==> config.mk <==
export PLATFORM = sky130hd
export DESIGN_NAME = ifft_stage3_sdf
export DESIGN_NICKNAME = d
export VERILOG_FILES = /design/src/rtl/ifft_pkg.sv /design/src/rtl/sdf_delay_line.sv /design/src/rtl/ifft_stage3_sdf.sv
export SDC_FILE = /design/constraint.sdc
export NUM_CORES = 1
export LEC_CHECK = 0
export ABC_AREA = 1
export CAP_MARGIN = 20
export CORE_ASPECT_RATIO = 0.7
export CORE_UTILIZATION = 54
export DETAILED_ROUTE_END_ITERATION = 12
export GPL_ROUTABILITY_DRIVEN = 0
export PLACE_DENSITY_LB_ADDON = 0.1
export SETUP_SLACK_MARGIN = 0.15
export SYNTH_ARGS = -nofsm -noshare
export SYNTH_HDL_FRONTEND = slang
export SYNTH_SLANG_ARGS = --single-unit
==> constraint.sdc <==
create_clock -name clk -period 2.8 [get_ports clk]
set_clock_uncertainty 0.15 [all_clocks]
set_input_delay 0.56 -clock clk [delete_from_list [all_inputs] [get_ports clk]]
set_output_delay 0.56 -clock clk [all_outputs]
set_load 0.02 [all_outputs]
==> src/rtl/ifft_pkg.sv <==
`default_nettype none
// ============================================================================
//  Module      : ifft_pkg
//  Description : Shared constants and types for the 32-point streaming IFFT
//                SDF pipeline (stages 2, 3 and 4).
//  Revision    : 1.0  initial release
// ============================================================================
package ifft_pkg;

    // Per-component sample widths: S3.9 in, S4.9 out of a radix-2 stage
    localparam int IW   = 13;
    localparam int OW   = 14;

    // Transform length and stage-3 butterfly span
    localparam int N_PT = 32;
    localparam int D3   = 4;

    // SDF stage control states
    typedef enum logic [0:0] {
        ST_RUN   = 1'b0,
        ST_DRAIN = 1'b1
    } sdf_state_t;

endpackage : ifft_pkg
`default_nettype wire

==> src/rtl/sdf_delay_line.sv <==
`default_nettype none
// ============================================================================
//  Module      : sdf_delay_line
//  Description : DEPTH-deep feedback shift register for an SDF butterfly.
//                One push at the tail and one pop at the head per enabled
//                cycle. Contents are not reset.
//  Revision    : 1.0  initial release
// ============================================================================
module sdf_delay_line
    import ifft_pkg::*;
#(
    parameter int DEPTH = D3,
    parameter int WIDTH = 2 * OW
) (
    input  logic             clk,
    input  logic             en,
    input  logic [WIDTH-1:0] din,
    output logic [WIDTH-1:0] dout
);

    logic [WIDTH-1:0] r_tap [DEPTH];

    // Shift every tap one position toward the head when enabled
    always_ff @(posedge clk) begin
        if (en) begin
            r_tap[0] <= din;
            for (int i = 1; i < DEPTH; i++) begin
                r_tap[i] <= r_tap[i-1];
            end
        end
    end

    assign dout = r_tap[DEPTH-1];

endmodule : sdf_delay_line
`default_nettype wire

==> src/rtl/ifft_stage3_sdf.sv <==
`default_nettype none
// ============================================================================
//  Module      : ifft_stage3_sdf
//  Description : Radix-2 single-delay-feedback stage 3 of the 32-point IFFT.
//                Pairs samples D apart in each 2D group; UO = U+L leaves
//                immediately, LO = U-L is parked in the delay line and leaves
//                during the next group's first half (or on a flush drain).
//                Optional macro IFFT_STAGE3_OUT_REG_EN adds one more output
//                register stage (latency D+2 instead of D+1).
//  Revision    : 1.0  initial release
// ============================================================================
module ifft_stage3_sdf #(
    parameter int D  = ifft_pkg::D3,
    parameter int N  = ifft_pkg::N_PT,
    parameter int IW = ifft_pkg::IW,
    parameter int OW = ifft_pkg::OW
) (
    input  logic          clk,
    input  logic          rst_n,
    input  logic          in_valid,
    output logic          in_ready,
    input  logic [IW-1:0] in_real,
    input  logic [IW-1:0] in_imag,
    input  logic          flush,
    output logic          out_valid,
    output logic          out_last,
    output logic [OW-1:0] out_real,
    output logic [OW-1:0] out_imag
);
    import ifft_pkg::*;

    localparam int c_gw = $clog2(2 * D);
    localparam int c_fw = $clog2(N);

    localparam logic [c_gw-1:0] c_grp_last = c_gw'(2 * D - 1);
    localparam logic [c_gw-1:0] c_phase_b  = c_gw'(D);
    localparam logic [c_gw-1:0] c_dm1      = c_gw'(D - 1);
    localparam logic [c_fw-1:0] c_frm_last = c_fw'(N - 1);
    localparam logic [c_fw-1:0] c_frm_dm1  = c_fw'(D - 1);

    sdf_state_t       r_state;
    sdf_state_t       w_state_nxt;
    logic [c_gw-1:0]  r_grp_cnt;
    logic [c_gw-1:0]  r_drain_cnt;
    logic [c_gw-1:0]  w_drain_idx;
    logic [c_fw-1:0]  r_frm_cnt;
    logic             r_pending;

    logic             w_accept;
    logic             w_phase_b;
    logic             w_drain_start;
    logic             w_drain_pop;
    logic             w_drain_last;
    logic             w_shift;

    logic [2*OW-1:0]  w_head;
    logic [2*OW-1:0]  w_tail;
    logic [OW-1:0]    w_head_re, w_head_im;
    logic [OW-1:0]    w_ui_re, w_ui_im;
    logic [OW-1:0]    w_li_re, w_li_im;
    logic [OW-1:0]    w_uo_re, w_uo_im;
    logic [OW-1:0]    w_lo_re, w_lo_im;

    logic             r_out_valid;
    logic             r_out_last;
    logic [OW-1:0]    r_out_real;
    logic [OW-1:0]    r_out_imag;

    // State register
    always_ff @(posedge clk) begin
        if (!rst_n) begin
            r_state <= ST_RUN;
        end else begin
            r_state <= w_state_nxt;
        end
    end

    // Next state, input handshake and drain sequencing; a drain starts popping
    // in the same cycle flush is recognised, so in_ready drops in that cycle
    always_comb begin
        w_state_nxt   = r_state;
        w_drain_start = 1'b0;
        w_drain_pop   = 1'b0;
        w_drain_idx   = '0;
        in_ready      = 1'b0;
        case (r_state)
            ST_RUN: begin
                w_drain_start = flush && (r_grp_cnt == '0) && r_pending;
                in_ready      = !w_drain_start;
                w_drain_pop   = w_drain_start;
            end
            ST_DRAIN: begin
                w_drain_pop = 1'b1;
                w_drain_idx = r_drain_cnt;
            end
            default: begin
                w_state_nxt = ST_RUN;
            end
        endcase
        w_drain_last = w_drain_pop && (w_drain_idx == c_dm1);
        if (w_drain_pop) begin
            w_state_nxt = w_drain_last ? ST_RUN : ST_DRAIN;
        end
    end

    assign w_accept  = in_valid && in_ready;
    assign w_phase_b = (r_grp_cnt >= c_phase_b);
    assign w_shift   = w_accept || w_drain_pop;

    // Butterfly: the head holds a sign-extended input during phase B, so its
    // low IW bits carry the full value and re-extension is exact
    assign w_head_re = w_head[2*OW-1:OW];
    assign w_head_im = w_head[OW-1:0];
    assign w_ui_re   = {{(OW-IW){w_head_re[IW-1]}}, w_head_re[IW-1:0]};
    assign w_ui_im   = {{(OW-IW){w_head_im[IW-1]}}, w_head_im[IW-1:0]};
    assign w_li_re   = {{(OW-IW){in_real[IW-1]}}, in_real};
    assign w_li_im   = {{(OW-IW){in_imag[IW-1]}}, in_imag};
    assign w_uo_re   = w_ui_re + w_li_re;
    assign w_uo_im   = w_ui_im + w_li_im;
    assign w_lo_re   = w_ui_re - w_li_re;
    assign w_lo_im   = w_ui_im - w_li_im;
    assign w_tail    = w_phase_b ? {w_lo_re, w_lo_im} : {w_li_re, w_li_im};

    sdf_delay_line #(
        .DEPTH (D),
        .WIDTH (2 * OW)
    ) u_delay (
        .clk  (clk),
        .en   (w_shift),
        .din  (w_tail),
        .dout (w_head)
    );

    // Group/frame counters, drain index and the pending-LO flag
    always_ff @(posedge clk) begin
        if (!rst_n) begin
            r_grp_cnt   <= '0;
            r_frm_cnt   <= '0;
            r_drain_cnt <= '0;
            r_pending   <= 1'b0;
        end else begin
            if (w_accept) begin
                r_grp_cnt <= (r_grp_cnt == c_grp_last) ? '0 : r_grp_cnt + 1'b1;
                r_frm_cnt <= (r_frm_cnt == c_frm_last) ? '0 : r_frm_cnt + 1'b1;
                if (r_grp_cnt == c_dm1) begin
                    r_pending <= 1'b0;
                end
                if (r_grp_cnt == c_grp_last) begin
                    r_pending <= 1'b1;
                end
            end
            if (w_drain_pop) begin
                r_drain_cnt <= w_drain_last ? '0 : w_drain_idx + 1'b1;
                if (w_drain_last) begin
                    r_pending <= 1'b0;
                end
            end
        end
    end

    // Output register. Output frame position is always frm_cnt-D (+drain
    // index), so the frame's last output is either the phase-A pop at
    // frm_cnt==D-1 or the final drain pop at a frame boundary.
    always_ff @(posedge clk) begin
        if (!rst_n) begin
            r_out_valid <= 1'b0;
            r_out_last  <= 1'b0;
            r_out_real  <= '0;
            r_out_imag  <= '0;
        end else begin
            r_out_valid <= 1'b0;
            r_out_last  <= 1'b0;
            if (w_drain_pop) begin
                r_out_real  <= w_head_re;
                r_out_imag  <= w_head_im;
                r_out_valid <= 1'b1;
                r_out_last  <= w_drain_last && (r_frm_cnt == '0);
            end else if (w_accept) begin
                if (w_phase_b) begin
                    r_out_real  <= w_uo_re;
                    r_out_imag  <= w_uo_im;
                    r_out_valid <= 1'b1;
                end else begin
                    r_out_real  <= w_head_re;
                    r_out_imag  <= w_head_im;
                    r_out_valid <= r_pending;
                    r_out_last  <= r_pending && (r_frm_cnt == c_frm_dm1);
                end
            end
        end
    end

`ifdef IFFT_STAGE3_OUT_REG_EN
    logic          r_out2_valid;
    logic          r_out2_last;
    logic [OW-1:0] r_out2_real;
    logic [OW-1:0] r_out2_imag;

    // Extra retiming stage in front of the ports
    always_ff @(posedge clk) begin
        if (!rst_n) begin
            r_out2_valid <= 1'b0;
            r_out2_last  <= 1'b0;
            r_out2_real  <= '0;
            r_out2_imag  <= '0;
        end else begin
            r_out2_valid <= r_out_valid;
            r_out2_last  <= r_out_last;
            r_out2_real  <= r_out_real;
            r_out2_imag  <= r_out_imag;
        end
    end

    assign out_valid = r_out2_valid;
    assign out_last  = r_out2_last;
    assign out_real  = r_out2_real;
    assign out_imag  = r_out2_imag;
`else
    assign out_valid = r_out_valid;
    assign out_last  = r_out_last;
    assign out_real  = r_out_real;
    assign out_imag  = r_out_imag;
`endif

endmodule : ifft_stage3_sdf
`default_nettype wire

Word-level counts from Yosys, hierarchy flattened
Memories as Yosys holds them, arrays and structs flattened. Cells that the tools add are included. Widths: inputs -> output; s select.

Bits in registers: 43. Latch bits: 0. Bits in writable memories: 112. Bits in read-only memories: 0. Input bits: 30. Output and inout bits: 31. Memories: 1.

Memory list: u_delay.r_tap (words 4, bits a word 28, rd ports 4, clocked after memory_dff 0, wr ports 4, line sdf_delay_line.sv:21) `logic [WIDTH-1:0] r_tap [DEPTH];`.

Add/sub/neg operators: 7. $mul: 0. Divide/modulo/power cells: 0. Magnitude comparators: 1. Equal/unequal tests: 5. Shift-type cells: 0. Muxes and demuxes: 27. Bitwise logic cells: 1. Reduce and logical (&&, ||, !) cells: 11.

Operators by type and width (count): $mux 14 (6); $add 13x13->14 (2); $mux 28 (1); $sub 13x13->14 (2); $mux 1 (15); $mux 3 (3); $add 3x1->3 const B (2); $eq 3x2->1 const B (2); $logic_and 1x1->1 (6); $add 5x1->5 const B (1); $eq 5x2->1 const B (1); $eq 5x5->1 const B (1); $logic_not 5->1 (1); $mux 5 (1); $eq 3x3->1 const B (1); $ge 3x3->1 const B (1); $logic_not 3->1 (1); $pmux 1 s2 (1); $reduce_bool 2->1 (1); $logic_not 1->1 (1); $logic_or 1x1->1 (1); $not 1->1 (1).

Logic depth before layout (Yosys ltp)
Depth after elaboration: 9. Gate-level depth with buffers: 14.

By module
Synthesis repeated with hierarchy kept, for this count alone.

Cells, all modules: 964. Area, all modules: 8519.4 sq um.

Modules (own cells, without submodules): ifft_stage3_sdf (times used 1, cells an instance 852, area an instance 5156.2 sq um, seq. area each 860.8 sq um); sdf_delay_line (times used 1, cells an instance 112, area an instance 3363.2 sq um, seq. area each 3363.2 sq um).

Worst setup path after synthesis
Ideal clock, no wire load.

Kind: input port to flip-flop. Start point: input flush. End point: memory u_delay.r_tap[0][0] in the netlist's numbering (enable). Library setup time: 0.423 ns. Data arrival time: 2.442 ns. Slack: -0.215 ns. Stages: 5. Buffers on the path: 1. Cells stage by stage: nand2_1 -> o21ai_4 -> nor2_2 -> inv_2 -> buf_2.

RTL lines: start, declared (line ifft_stage3_sdf.sv:24) `input logic flush,`; end, declared (line sdf_delay_line.sv:21).

==> summary.txt <==
Yosys
  – Syn Area/Cell: 8.58 um^2
  – Seq/Total Area, Yosys: 50.1%
  – Cell variety after synth: 36
  – FF+latch count, synth: 155
  – Post-Syn Nets: 1076
  – Async set or reset register ratio after synthesis: 0%
  – Synth Instances: 983
  – Top FF cell, synth: edfxtp_1
  – Post-Syn Area: 8430 um^2
  – Synth warn: 0
  – Post-synth EDFFs: 112

Die
  – Die ar.: 16100 um^2
  – Initial Util: 56.4%
  – Core box area: 15000 um^2
  – FP Rows: 37
  – # IOs: 61
  – Die X: 151 um
  – Die Ht: 107 um

Clocking
  – TritonCTS clock tree: done
  – Clk sink count: 155
  – Htree depth: 4
  – Worst-skew pair later-pin latency: 440 ps
  – Clock slew at reported path FFs: 60 ps
  – CTS buffer count: 17
  – Root buffer cell: clkbuf_16
  – Post-CTS setup buffers: 0
  – Clock buffer depth: 2

STA
  – Setup TNS: 0 ps
  – Final count of hold timing violations: 0
  – Fmax achieved: 401 MHz
  – Unrepaired setup endpoints after global routing: false
  – Worst-Margin Slew: 689 ps
  – Crit path setup slack, layout: 308 ps
  – Final Setup Violations: 0
  – Tcrit/Tclk final: 89.0%
  – Count of final max-slew check failures: 0
  – Post-layout min period: 2490 ps
  – Slew headroom: 54.0%

Finish
  – Proportion of layout cells with a drive suffix above 1: 10.1%
  – Most common cell after layout, fill and taps aside: nand2_1
  – Sequential Area: 4220 um^2
  – Fillers: 1201
  – Area Growth Syn to Fin: 20.9%
  – Multi-input logic area: 3560 um^2
  – Inserted Diodes: 0
  – Number of nets in the layout: 1185
  – Most frequent cells in the layout: 240 x nand2_1, 123 x inv_1, 112 x edfxtp_1

Global routing
  – Vias in the first global route: 6281
  – GR Overflow Total: 0
  – First-pass GRT wire length: 32900 um
  – Most Crowded Layer GR: met1
  – GRT met3 Usage: 5.97%
  – Initial antenna violation count: 0
  – Largest net degree at the start of global routing: 48
  – GRT Total Usage: 27.5%
  – M1 GR Usage: 45.2%
  – Met2 usage: 34.8%

Drt
  – 1st-pass router iterations: 7
  – Vias per inst: 5.43
  – Avg WL per Cell: 16.2 um
  – Iter 0 DRT Violations: 815
  – WL final: 21100 um
  – DRC violations left: 0
  – Post-route ant nets: 0
  – Vias: 7055

Job
  – Maxcap violations: 0

Setup path
  – Worst Path Required: 2820 ps
  – Worst Path Max Fanout: 3
  – Flop-to-flop setup slack: 380 ps
  – Worst setup SP type: input pin
  – Worst path arrival time: 2510 ps
  – Crit end category: register
  – CP Class: input pin to register

Place
  – Pre-CTS setup slack: -78.1 ps
  – Port Buffers: 60
  – Final HPWL DP: 15000 um

Power
  – Maximum VDD drop: 377 uV
  – Pwr dens: 607 nW/um^2
  – Leak pwr: 4.58 nW

Outcome
  – Status: finished, final reports clean

Min path
  – Worst min path class: register to register
==> layout make-up <==
type | count | area share, %
multi-input cells | 663 | 34.9
inverters | 130 | 4.81
flip-flops and latches | 155 | 41.5
repair buffers | 125 | 11.0
clock buffers | 19 | 4.25
clock inverters | 13 | 1.14
well taps | 195 | 2.39
==> flip-flops by register name (all words and copies together) (netlist names) <==
| signal | cells |
|---|---|
| u_delay.r_tap | 112 |
| out_imag | 14 |
| out_real | 14 |
| r_frm_cnt | 5 |
| r_drain_cnt | 3 |
| r_grp_cnt | 3 |
| out_last | 1 |
| out_valid | 1 |
| r_pending | 1 |
| r_state | 1 |
==> cell usage after synthesis, types with 4 or more instances <==
cell type	number	area (um^2)
a21oi_1	55	275
a31oi_1	8	50.1
buf_2	20	100
clkbuf_1	11	41.3
dfxtp_1	43	861
edfxtp_1	112	3360
fa_1	4	80.1
ha_1	59	738
inv_1	123	462
inv_2	6	22.5
nand2_1	240	901
nand3_1	90	450
nand4_1	12	75.1
nor2_1	81	304
nor3_1	4	20.0
o21ai_0	71	355
o21ai_1	4	20.0
o21bai_1	7	52.6
==> power by group <==
part	internal (mW)	switching (mW)	total [mW]	leakage (nW)
clock network	1.22	0.967	2.19	0.254
registers	2.67	0.0860	2.76	1.46
logic	0.481	0.747	1.23	2.87
==> through the flow <==
| stage | total power [mW] | instance area [um^2] | hold slack, ps | util [%] | cells |
|---|---|---|---|---|---|
| floorplan | 3.51 | 8430 | 250 | - | 983 |
| global placement | 3.98 | 9630 | 251 | 64.4 | 1268 |
| detailed placement | 3.99 | 9630 | 255 | 64.4 | 1268 |
| CTS | 6.18 | 10200 | 268 | 68.1 | 1300 |
| global route | 6.44 | 10200 | 273 | 68.1 | 1300 |
| finish | 6.18 | 10200 | 268 | 68.1 | 1300 |
==> critical path, cell delays in order <==
cell and delay [ps]:
clkdlybuf4s50_1 480, ha_1 140, inv_1 60, fa_1 400, nand3_1 120, nand2_1 100
nand2_1 80, nand3_1 180, nand2_1 140, nand3_1 80, nand3_1 90, o21ai_0 80
==> what timing repair did <==
action	CTS	global route
cloned	0	0
gates resized for setup	1	2
pin swaps	0	0
endpoints found under the setup margin	1	3
hold buffers	0	0
==> metal layers <==
layer	wire length (um)	part of all wire [%]
met5	0	0
met2	8100	38
met4	216	1.0
met3	1950	9.2
met1	10800	51
==> path summary, 6_finish.rpt <==
check,startpoint,depth (start not counted),end
setup / recovery,in_imag[0],12,u_delay.r_tap[0][10]
hold reg to reg,u_delay.r_tap[2][19],0,u_delay.r_tap[3][19]
setup reg to reg,u_delay.r_tap[3][0],12,u_delay.r_tap[0][10]
hold / removal,u_delay.r_tap[2][19],0,u_delay.r_tap[3][19]
==> cells by family after synthesis <==
group	Yosys count	synth area share, %
XOR/XNOR	3	0.312
flip-flops	155	50.1
buffers and inverters	165	7.79
adder cells (fa/ha/maj)	63	9.71
AO/OA/AOI/OAI	158	10.3
AND/OR/NAND/NOR	439	21.8
(Power assumes the default switching activity.)
